**config.mk**
```make
export PLATFORM = sky130hd
export DESIGN_NAME = redmule_mesh_barrier
export DESIGN_NICKNAME = d
export VERILOG_FILES = /design/src/rtl/redmule_mesh_pkg.sv /design/src/rtl/redmule_mesh_barrier_cnt.sv /design/src/rtl/redmule_mesh_barrier.sv
export SDC_FILE = /design/constraint.sdc
export NUM_CORES = 1
export LEC_CHECK = 0
export CORE_ASPECT_RATIO = 1.5
export CORE_MARGIN = 4
export CORE_UTILIZATION = 52
export DETAILED_ROUTE_END_ITERATION = 10
export PLACE_DENSITY = 0.83
export SLEW_MARGIN = 0
export SYNTH_ARGS = -nofsm -noshare
export SYNTH_HDL_FRONTEND = slang
export SYNTH_SLANG_ARGS = --single-unit
```
**constraint.sdc**
```tcl
create_clock -name clk_i -period 3.8 [get_ports clk_i]
set_clock_uncertainty 0.05 [all_clocks]
set_input_delay 0.76 -clock clk_i [delete_from_list [all_inputs] [get_ports clk_i]]
set_output_delay 0.76 -clock clk_i [all_outputs]
set_load 0.1 [all_outputs]
```
**src/rtl/redmule_mesh_pkg.sv**
```systemverilog
// redmule_mesh_pkg: shared mesh constants and barrier FSM state type
package redmule_mesh_pkg;
  localparam int N_TILES = 4;
  localparam int DEFAULT_STABLE_CYCLES = 4;
  localparam int DEFAULT_PULSE_CYCLES = 2;
  typedef enum logic [2:0] {ST_IDLE, ST_WAIT, ST_SETTLE, ST_WAKE, ST_DRAIN} barrier_state_e;
endpackage

```
**src/rtl/redmule_mesh_barrier_cnt.sv**
```systemverilog
// redmule_mesh_barrier_cnt: up-counter with clear, enable and terminal-count flag
module redmule_mesh_barrier_cnt #(
  parameter int W = 4,
  parameter logic [W-1:0] LAST = '1
) (
  input  logic         clk_i,
  input  logic         rst_ni,
  input  logic         clr_i,
  input  logic         en_i,
  output logic [W-1:0] q_o,
  output logic         tc_o
);
  always_ff @(posedge clk_i)
    q_o <= (!rst_ni || clr_i) ? '0 : en_i ? q_o + W'(1) : q_o;
  assign tc_o = q_o == LAST;
endmodule

```
**src/rtl/redmule_mesh_barrier.sv**
```systemverilog
// redmule_mesh_barrier: mesh WFE barrier that wakes all masked tiles once they have settled asleep
module redmule_mesh_barrier #(
  parameter int N_TILES = redmule_mesh_pkg::N_TILES,
  parameter int STABLE_CYCLES = redmule_mesh_pkg::DEFAULT_STABLE_CYCLES,
  parameter int PULSE_CYCLES = redmule_mesh_pkg::DEFAULT_PULSE_CYCLES,
  parameter int CNT_W = 16
) (
  input  logic               clk_i,
  input  logic               rst_ni,
  input  logic               enable_i,
  input  logic [N_TILES-1:0] tile_mask_i,
  input  logic [N_TILES-1:0] core_sleep_i,
  output logic [N_TILES-1:0] wu_wfe_o,
  output logic               barrier_done_o,
  output logic [CNT_W-1:0]   barrier_cnt_o,
  output logic               busy_o
);
  import redmule_mesh_pkg::*;
  localparam int SW = $clog2(STABLE_CYCLES + 1);
  localparam int PW = $clog2(PULSE_CYCLES + 1);
  barrier_state_e state, next;
  logic [N_TILES-1:0] mask_q;
  logic [SW-1:0] sc;
  logic [PW-1:0] pc;
  logic all_asleep, any_asleep, sc_en, sc_tc, pc_tc, retire, cnt_tc, unused_ok;
  assign all_asleep = &(core_sleep_i | ~mask_q);
  assign any_asleep = |(core_sleep_i & mask_q);
  assign retire = state == ST_DRAIN && !any_asleep;
  // settle count runs only while every masked tile is asleep; any other cycle restarts it
  assign sc_en = (state == ST_WAIT || state == ST_SETTLE) && enable_i && all_asleep;
  assign unused_ok = ^{sc, pc, cnt_tc};
  always_ff @(posedge clk_i)
    state <= rst_ni ? next : ST_IDLE;
  always_ff @(posedge clk_i) begin
    if (!rst_ni) begin
      mask_q <= '0;
      barrier_done_o <= 1'b0;
    end else begin
      if (state == ST_IDLE && enable_i && |tile_mask_i) mask_q <= tile_mask_i;
      barrier_done_o <= retire;
    end
  end
  always_comb begin
    next = state;
    case (state)
      ST_IDLE:   next = (enable_i && |tile_mask_i) ? ST_WAIT : ST_IDLE;
      ST_WAIT:   next = !enable_i ? ST_IDLE : !all_asleep ? ST_WAIT : (STABLE_CYCLES == 1) ? ST_WAKE : ST_SETTLE;
      ST_SETTLE: next = !enable_i ? ST_IDLE : !all_asleep ? ST_WAIT : sc_tc ? ST_WAKE : ST_SETTLE;
      ST_WAKE:   next = pc_tc ? ST_DRAIN : ST_WAKE;
      ST_DRAIN:  next = any_asleep ? ST_DRAIN : enable_i ? ST_WAIT : ST_IDLE;
      default:   next = ST_IDLE;
    endcase
  end
  always_comb begin
    wu_wfe_o = (state == ST_WAKE) ? mask_q : '0;
    busy_o = state != ST_IDLE;
  end
  redmule_mesh_barrier_cnt #(.W(SW), .LAST(SW'(STABLE_CYCLES - 1))) u_settle (
    .clk_i, .rst_ni, .clr_i(!sc_en), .en_i(sc_en), .q_o(sc), .tc_o(sc_tc)
  );
  redmule_mesh_barrier_cnt #(.W(PW), .LAST(PW'(PULSE_CYCLES - 1))) u_pulse (
    .clk_i, .rst_ni, .clr_i(state != ST_WAKE), .en_i(state == ST_WAKE), .q_o(pc), .tc_o(pc_tc)
  );
  redmule_mesh_barrier_cnt #(.W(CNT_W)) u_barrier (
    .clk_i, .rst_ni, .clr_i(1'b0), .en_i(retire), .q_o(barrier_cnt_o), .tc_o(cnt_tc)
  );
endmodule

```
==> results of run 1 <==
-- sequential cells by signal, summed over array words and instances (netlist names) --
register and flops:
barrier_done_o 1, mask_q 4, u_barrier.q_o 16, u_pulse.q_o 2, u_settle.q_o 3, state 3
-- cells by family after synthesis --
family	count (synthesis)	synth area share
and+or+nand+nor	74	0.3052
AOI/OAI and AO/OA	34	0.1544
DFF	29	0.4165
buffers and inverters	12	0.03411
xor gates and xnor gates	4	0.02514
muxes	4	0.02873
adders and majority gates	4	0.03591
-- how the worst min path moves through the flow --
stage,start,end,slack (ps),depth (start not counted)
after floorplan,u_pulse.q_o[0],u_pulse.q_o[0],350,1
final,u_pulse.q_o[0],u_pulse.q_o[0],380,1
after global routing,u_pulse.q_o[0],u_pulse.q_o[0],390,1
after detailed placement,u_pulse.q_o[0],u_pulse.q_o[0],360,1
after global placement,u_pulse.q_o[0],u_pulse.q_o[0],360,1
after CTS,u_pulse.q_o[0],u_pulse.q_o[0],380,1
-- report_power, final --
part	leakage [nW]	switching [mW]	internal, mW
logic	0.405	0.0319	0.0236
clock network	0.0310	0.113	0.0696
registers	0.234	0.00753	0.309
-- metal layers --
layer	part of all wire	wire length, um
met3	0.053	161
met5	0	0
met2	0.53	1597
met1	0.39	1186
met4	0.024	72
-- layout by cell type, fill, tap and decap left out, types with 2 or more instances in the layout --
cell type / n
o21ai_0: 9
a21oi_1: 13
and2_1: 3
clkinv_2: 2
mux2i_1: 4
nand3_1: 4
nand2b_1: 2
or3_1: 7
xnor2_1: 3
a22oi_2: 2
clkdlybuf4s50_1: 27
clkbuf_4: 5
inv_1: 5
o31ai_1: 3
dfxtp_1: 29
nor2b_1: 4
o21a_1: 3
and3_1: 7
nand4_1: 4
buf_4: 5
and4_1: 2
nand2_1: 14
nor2_1: 14
ha_1: 4
or4_1: 4
-- cell type report --
cell class / instances / area [sq um] / area share
flip-flops and latches: 29 / 580.6 / 0.3268
well taps: 36 / 45.04 / 0.02535
clock buffers: 5 / 37.54 / 0.02113
repair buffers: 32 / 307.8 / 0.1732
inverters: 6 / 22.52 / 0.01268
multi-input cells: 120 / 765.7 / 0.4310
clock inverters: 3 / 17.52 / 0.009859
-- worst register-to-register path, stage by stage, from the launching register on --
cell and delay, ps:
dfxtp_1 440, nor3b_4 340, nand4_1 390, or4_1 580
a21oi_1 140
==> impl_metrics.yaml, run 1 <==
outcome:
  status: "complete, no violations"
logic_synthesis:
  ys_seq_area_frac: 0.4165
  synthMostInstantiatedCell: "dfxtp_1"
  synth.cell_area_sq_um: 1394
  synth.avg_cell_area_sq_um: 8.657
  synth_area_leader_cell: "dfxtp_1"
  synth_common_cells: "29 x dfxtp_1, 14 x nand2_1, 14 x nor2_1, 13 x a21oi_1, 9 x o21ai_0"
  ys.flop_type: "dfxtp_1"
  yosysWarnings: 0
  synthCells: 161
  async_reset_ff_frac: 0
  synth_top_area_frac: 0.4165
  synth_cell_types: 38
  synth_area_leaders: "dfxtp_1 42%, a21oi_1 4.7%, nand2_1 3.8%"
  synth_edf_count: 0
  synth_fp_nets: 176
  synth_seq_cells: 29
worst_setup_path:
  path_cells: "clkdlybuf4s50_1"
  crit_type: "flip-flop to primary output"
  max_stage_delay_ps: 1170
  start_kind: "flip-flop"
  crit_fanout: 8
  required_ps: 2990
  r2r_setup_slack_ps: 1780
  cpLargestDelayFamily: "buffers and inverters"
  worstSetupStartpoint: "u_barrier.q_o[7]"
  critPathBufInv: 1
  cp_slowest_cell: "clkdlybuf4s50_1"
  ff2ff_path_depth: 4
  cp.arrival_ps: 1940
  worstReg2RegEnd: "u_barrier.q_o[14]"
  worstSetupEndpointType: "primary output"
  cp.depth: 1
  r2r_start: "state[0]"
  crit_end: "barrier_cnt_o[7]"
sta:
  hold_violations: 0
  timing.final.max_slew_violations: 0
  tns_ps: 0
  setup_violations: 0
  max_clock_freq_mhz: 364.2
  fin_ws_ps: 1054
  worst_slew_pin_slew_ps: 977.1
  finalCritPeriodShare: 0.7225
  period_minus_slack_ps: 2746
  relSlewSlack: 0.3466
  grt_setup_unrepaired: "no"
  whs_ps: 375.5
layout:
  fin_nets: 209
  fin_util: 0.7093
  drive_above_1_share: 0.08718
  fin_cells: 231
  antenna_cells: 0
  areaGrowthSynthToFinish_pct: 27.47
  num-fill-cells: 203
  stdcell_area_sq_um: 1777
placement:
  pre_cts_ws_ps: 1019
  placed_cell_area_sq_um: 1722
  dpl.hpwl_um: 2309
  dp.cells: 223
  finalWeightedCongestion: 0.7706
  io_buffers: 32
floorplan:
  io_pins: 33
  core_sq_um: 2505
  die_h_um: 71.41
  row_count: 22
  die_area_sq_um: 3590
  start_util: 0.5564
  die_x_um: 50.27
global_routing:
  first_global_vias: 1222
  met1_usage: 0.1816
  grt_pass1_wl_um: 5168
  grt_max_degree: 19
  use_met2: 0.3401
  grtUsageMet3: 0.05821
  busiest_layer: "met2"
  antenna_found_initial: 0
  grtUsageTotal: 0.1853
  grt_overflow: 0
routing:
  viasPerCell: 5.506
  first_iter_violations: 32
  wire_per_inst_um: 13.06
  drt-pass1-iter-count: 4
  routed_wl_um: 3017
  drc: 0
  via_count: 1272
  ant_nets: 0
power:
  leakagePower_nw: 0.6708
  peakVddDrop_v: 0.0002289
  power_mw: 0.5549
  cellPowerDensity_nw_per_um2: 312.3
cts:
  cts_buffer_depth: 2
  numCtsBuffers: 5
  clkLatencyLatePin_ps: 330
  cts_root_buf: "clkbuf_4"
  ctsHoldBuffers: 0
  clkTransAtPathRegs_ps: 100
  htreeDepth: 2
  post_cts_buffers: 0
  cts_num_sinks: 29
  cts_resized: 0
  cts_tree: "built"
worst_hold_path:
  hold_class: "flip-flop to flip-flop"
run:
  maxCapViolations: 0
No activity file was read; power rests on OpenSTA's default activity.
==> run 2, diff against run 1 <==
--- a/config.mk
+++ b/config.mk
@@ -7,9 +7,9 @@
 export LEC_CHECK = 0
 export CORE_ASPECT_RATIO = 1.5
 export CORE_MARGIN = 4
-export CORE_UTILIZATION = 52
+export CORE_UTILIZATION = 49
 export DETAILED_ROUTE_END_ITERATION = 10
-export PLACE_DENSITY = 0.83
+export PLACE_DENSITY = 0.79
 export SLEW_MARGIN = 0
 export SYNTH_ARGS = -nofsm -noshare
 export SYNTH_HDL_FRONTEND = slang
==> constraint.sdc (replaced) <==
create_clock -name clk_i -period 2.7 [get_ports clk_i]
set_clock_uncertainty 0.05 [all_clocks]
set_input_delay 0.54 -clock clk_i [delete_from_list [all_inputs] [get_ports clk_i]]
set_output_delay 0.54 -clock clk_i [all_outputs]
set_load 0.1 [all_outputs]
==> run 2 against run 1 <==
Non-clock buffer count grew 1. Sequential power grew 41%. Clock power grew 91%. Cell area shrank 0.14%. Wire length grew 5.1%. Largest cell class unchanged. Via count grew 1.0%.
==> impl_metrics.yaml, run 2 (synthesized netlist as in run 1, its figures left out) <==
power:
  cellPowerDensity_nw_per_um2: 493.7
  leakagePower_nw: 0.7238
  power_mw: 0.8759
  peakVddDrop_v: 0.0004628
routing:
  viasPerCell: 5.539
  first_iter_violations: 19
  drt-pass1-iter-count: 4
  via_count: 1285
  ant_nets: 0
  drc: 0
  wire_per_inst_um: 13.66
  routed_wl_um: 3170
layout:
  final_common_cell: "dfxtp_1"
  antenna_cells: 0
  areaGrowthSynthToFinish_pct: 27.29
  reg_top3: "u_barrier.q_o x16, mask_q x4"
  fin_cells: 232
  layout_common_cells: "29 x dfxtp_1, 23 x buf_4, 14 x nand2_1, 14 x nor2_1, 13 x a21oi_1"
  largest_register_ffs: 16
  drive_above_1_share: 0.1692
  stdcell_area_sq_um: 1774
  largest_register: "u_barrier.q_o"
  num-fill-cells: 245
  fin_nets: 210
worst_setup_path:
  start_kind: "input pin"
  required_ps: 2840
  cp.arrival_ps: 2410
  r2r_setup_slack_ps: 720
  crit_fanout: 12
  worstReg2RegEnd: "u_barrier.q_o[14]"
  r2r_start: "state[0]"
  ff2ff_path_depth: 4
  worstSetupEndpointType: "flip-flop"
  worstSetupStartpoint: "core_sleep_i[0]"
  crit_type: "input pin to flip-flop"
cts:
  ctsHoldBuffers: 0
  cts_num_sinks: 29
  cts_tree: "built"
  clkTransAtPathRegs_ps: 50
  cts_root_buf: "clkbuf_8"
  htreeDepth: 2
  cts_buffer_depth: 2
  numCtsBuffers: 5
  clkLatencyLatePin_ps: 270
  post_cts_buffers: 0
  cts_resized: 0
global_routing:
  grtUsageTotal: 0.1852
  grt_pass1_wl_um: 5202
  grt_overflow: 0
  antenna_found_initial: 0
  grt_max_degree: 19
  first_global_vias: 1220
sta:
  relSlewSlack: 0.6368
  period_minus_slack_ps: 2271
  fin_ws_ps: 429.0
  setup_violations: 0
  max_clock_freq_mhz: 440.3
  finalCritPeriodShare: 0.8411
  grt_setup_unrepaired: "no"
  hold_violations: 0
  worst_slew_pin_slew_ps: 537.2
  tns_ps: 0
  timing.final.max_slew_violations: 0
floorplan:
  die_area_sq_um: 3779
  die_h_um: 73.32
  die_x_um: 51.55
  row_count: 23
  core_sq_um: 2705
  start_util: 0.5153
  io_pins: 33
worst_hold_path:
  hp-start: "u_settle.q_o[0]"
  hold_class: "flip-flop to flip-flop"
  worstHoldEndpoint: "u_settle.q_o[0]"
  min_path_cells: 1
placement:
  pre_cts_ws_ps: 154.7
  finalWeightedCongestion: 0.7737
  placed_cell_area_sq_um: 1688
  dpl.hpwl_um: 2421
  dp.cells: 225
  io_buffers: 32
outcome:
  status: "complete, no violations"
run:
  maxCapViolations: 0
## run 2: cell types whose count changed in the layout (fill, tap and decap cells not counted), sizes merged
cell,delta
buf,+18
clkdlybuf4s50,-17
clkbuf,+2
clkinv,-2
clkinvlp,-1
## run 2: per-stage QoR
step / hold WS [ps] / util
after CTS: 380.1 / 0.6559
after global routing: 393.1 / 0.6559
after floorplan: 347.4 / -
final: 376.7 / 0.6559
after detailed placement: 366.6 / 0.6240
after global placement: 355.8 / 0.6240
## run 2: layout make-up
cell class,count,area (sq um),share of cell area
multi-input cells,120,765.7,0.4316
flip-flops and latches,29,580.6,0.3272
repair buffers,33,272.8,0.1537
clock buffers,7,86.33,0.04866
well taps,37,46.29,0.02609
inverters,6,22.52,0.01269
## run 2: per-layer routing
layer / global-route usage / vias to the layer above / wire, um
met4: 0.06997 / 0 / 27
met3: 0.06288 / 4 / 140
met1: 0.1823 / 609 / 1247
met2: 0.3470 / 30 / 1755
li1: - / 642 / -
met5: 0 / - / 0
## run 2: critical path, stage by stage
cell	delay [ps]
clkdlybuf4s50_1	440
a22oi_2	300
nand4_1	390
or4_1	580
a21oi_1	160
## run 2: worst max path at each step
stage	to
final	u_barrier.q_o[14]
after global routing	u_barrier.q_o[8]
after CTS	u_barrier.q_o[14]
after detailed placement	u_barrier.q_o[14]
after global placement	u_barrier.q_o[14]
after floorplan	u_barrier.q_o[10]
## run 2: power by group
group          internal, mW  total [mW]  leakage, nW  switching [mW]
Combinational        0.0354      0.0810        0.445          0.0456
Clock                 0.201       0.349       0.0443           0.147
Sequential            0.435       0.446        0.234          0.0109
Total                 0.672       0.876        0.724           0.204
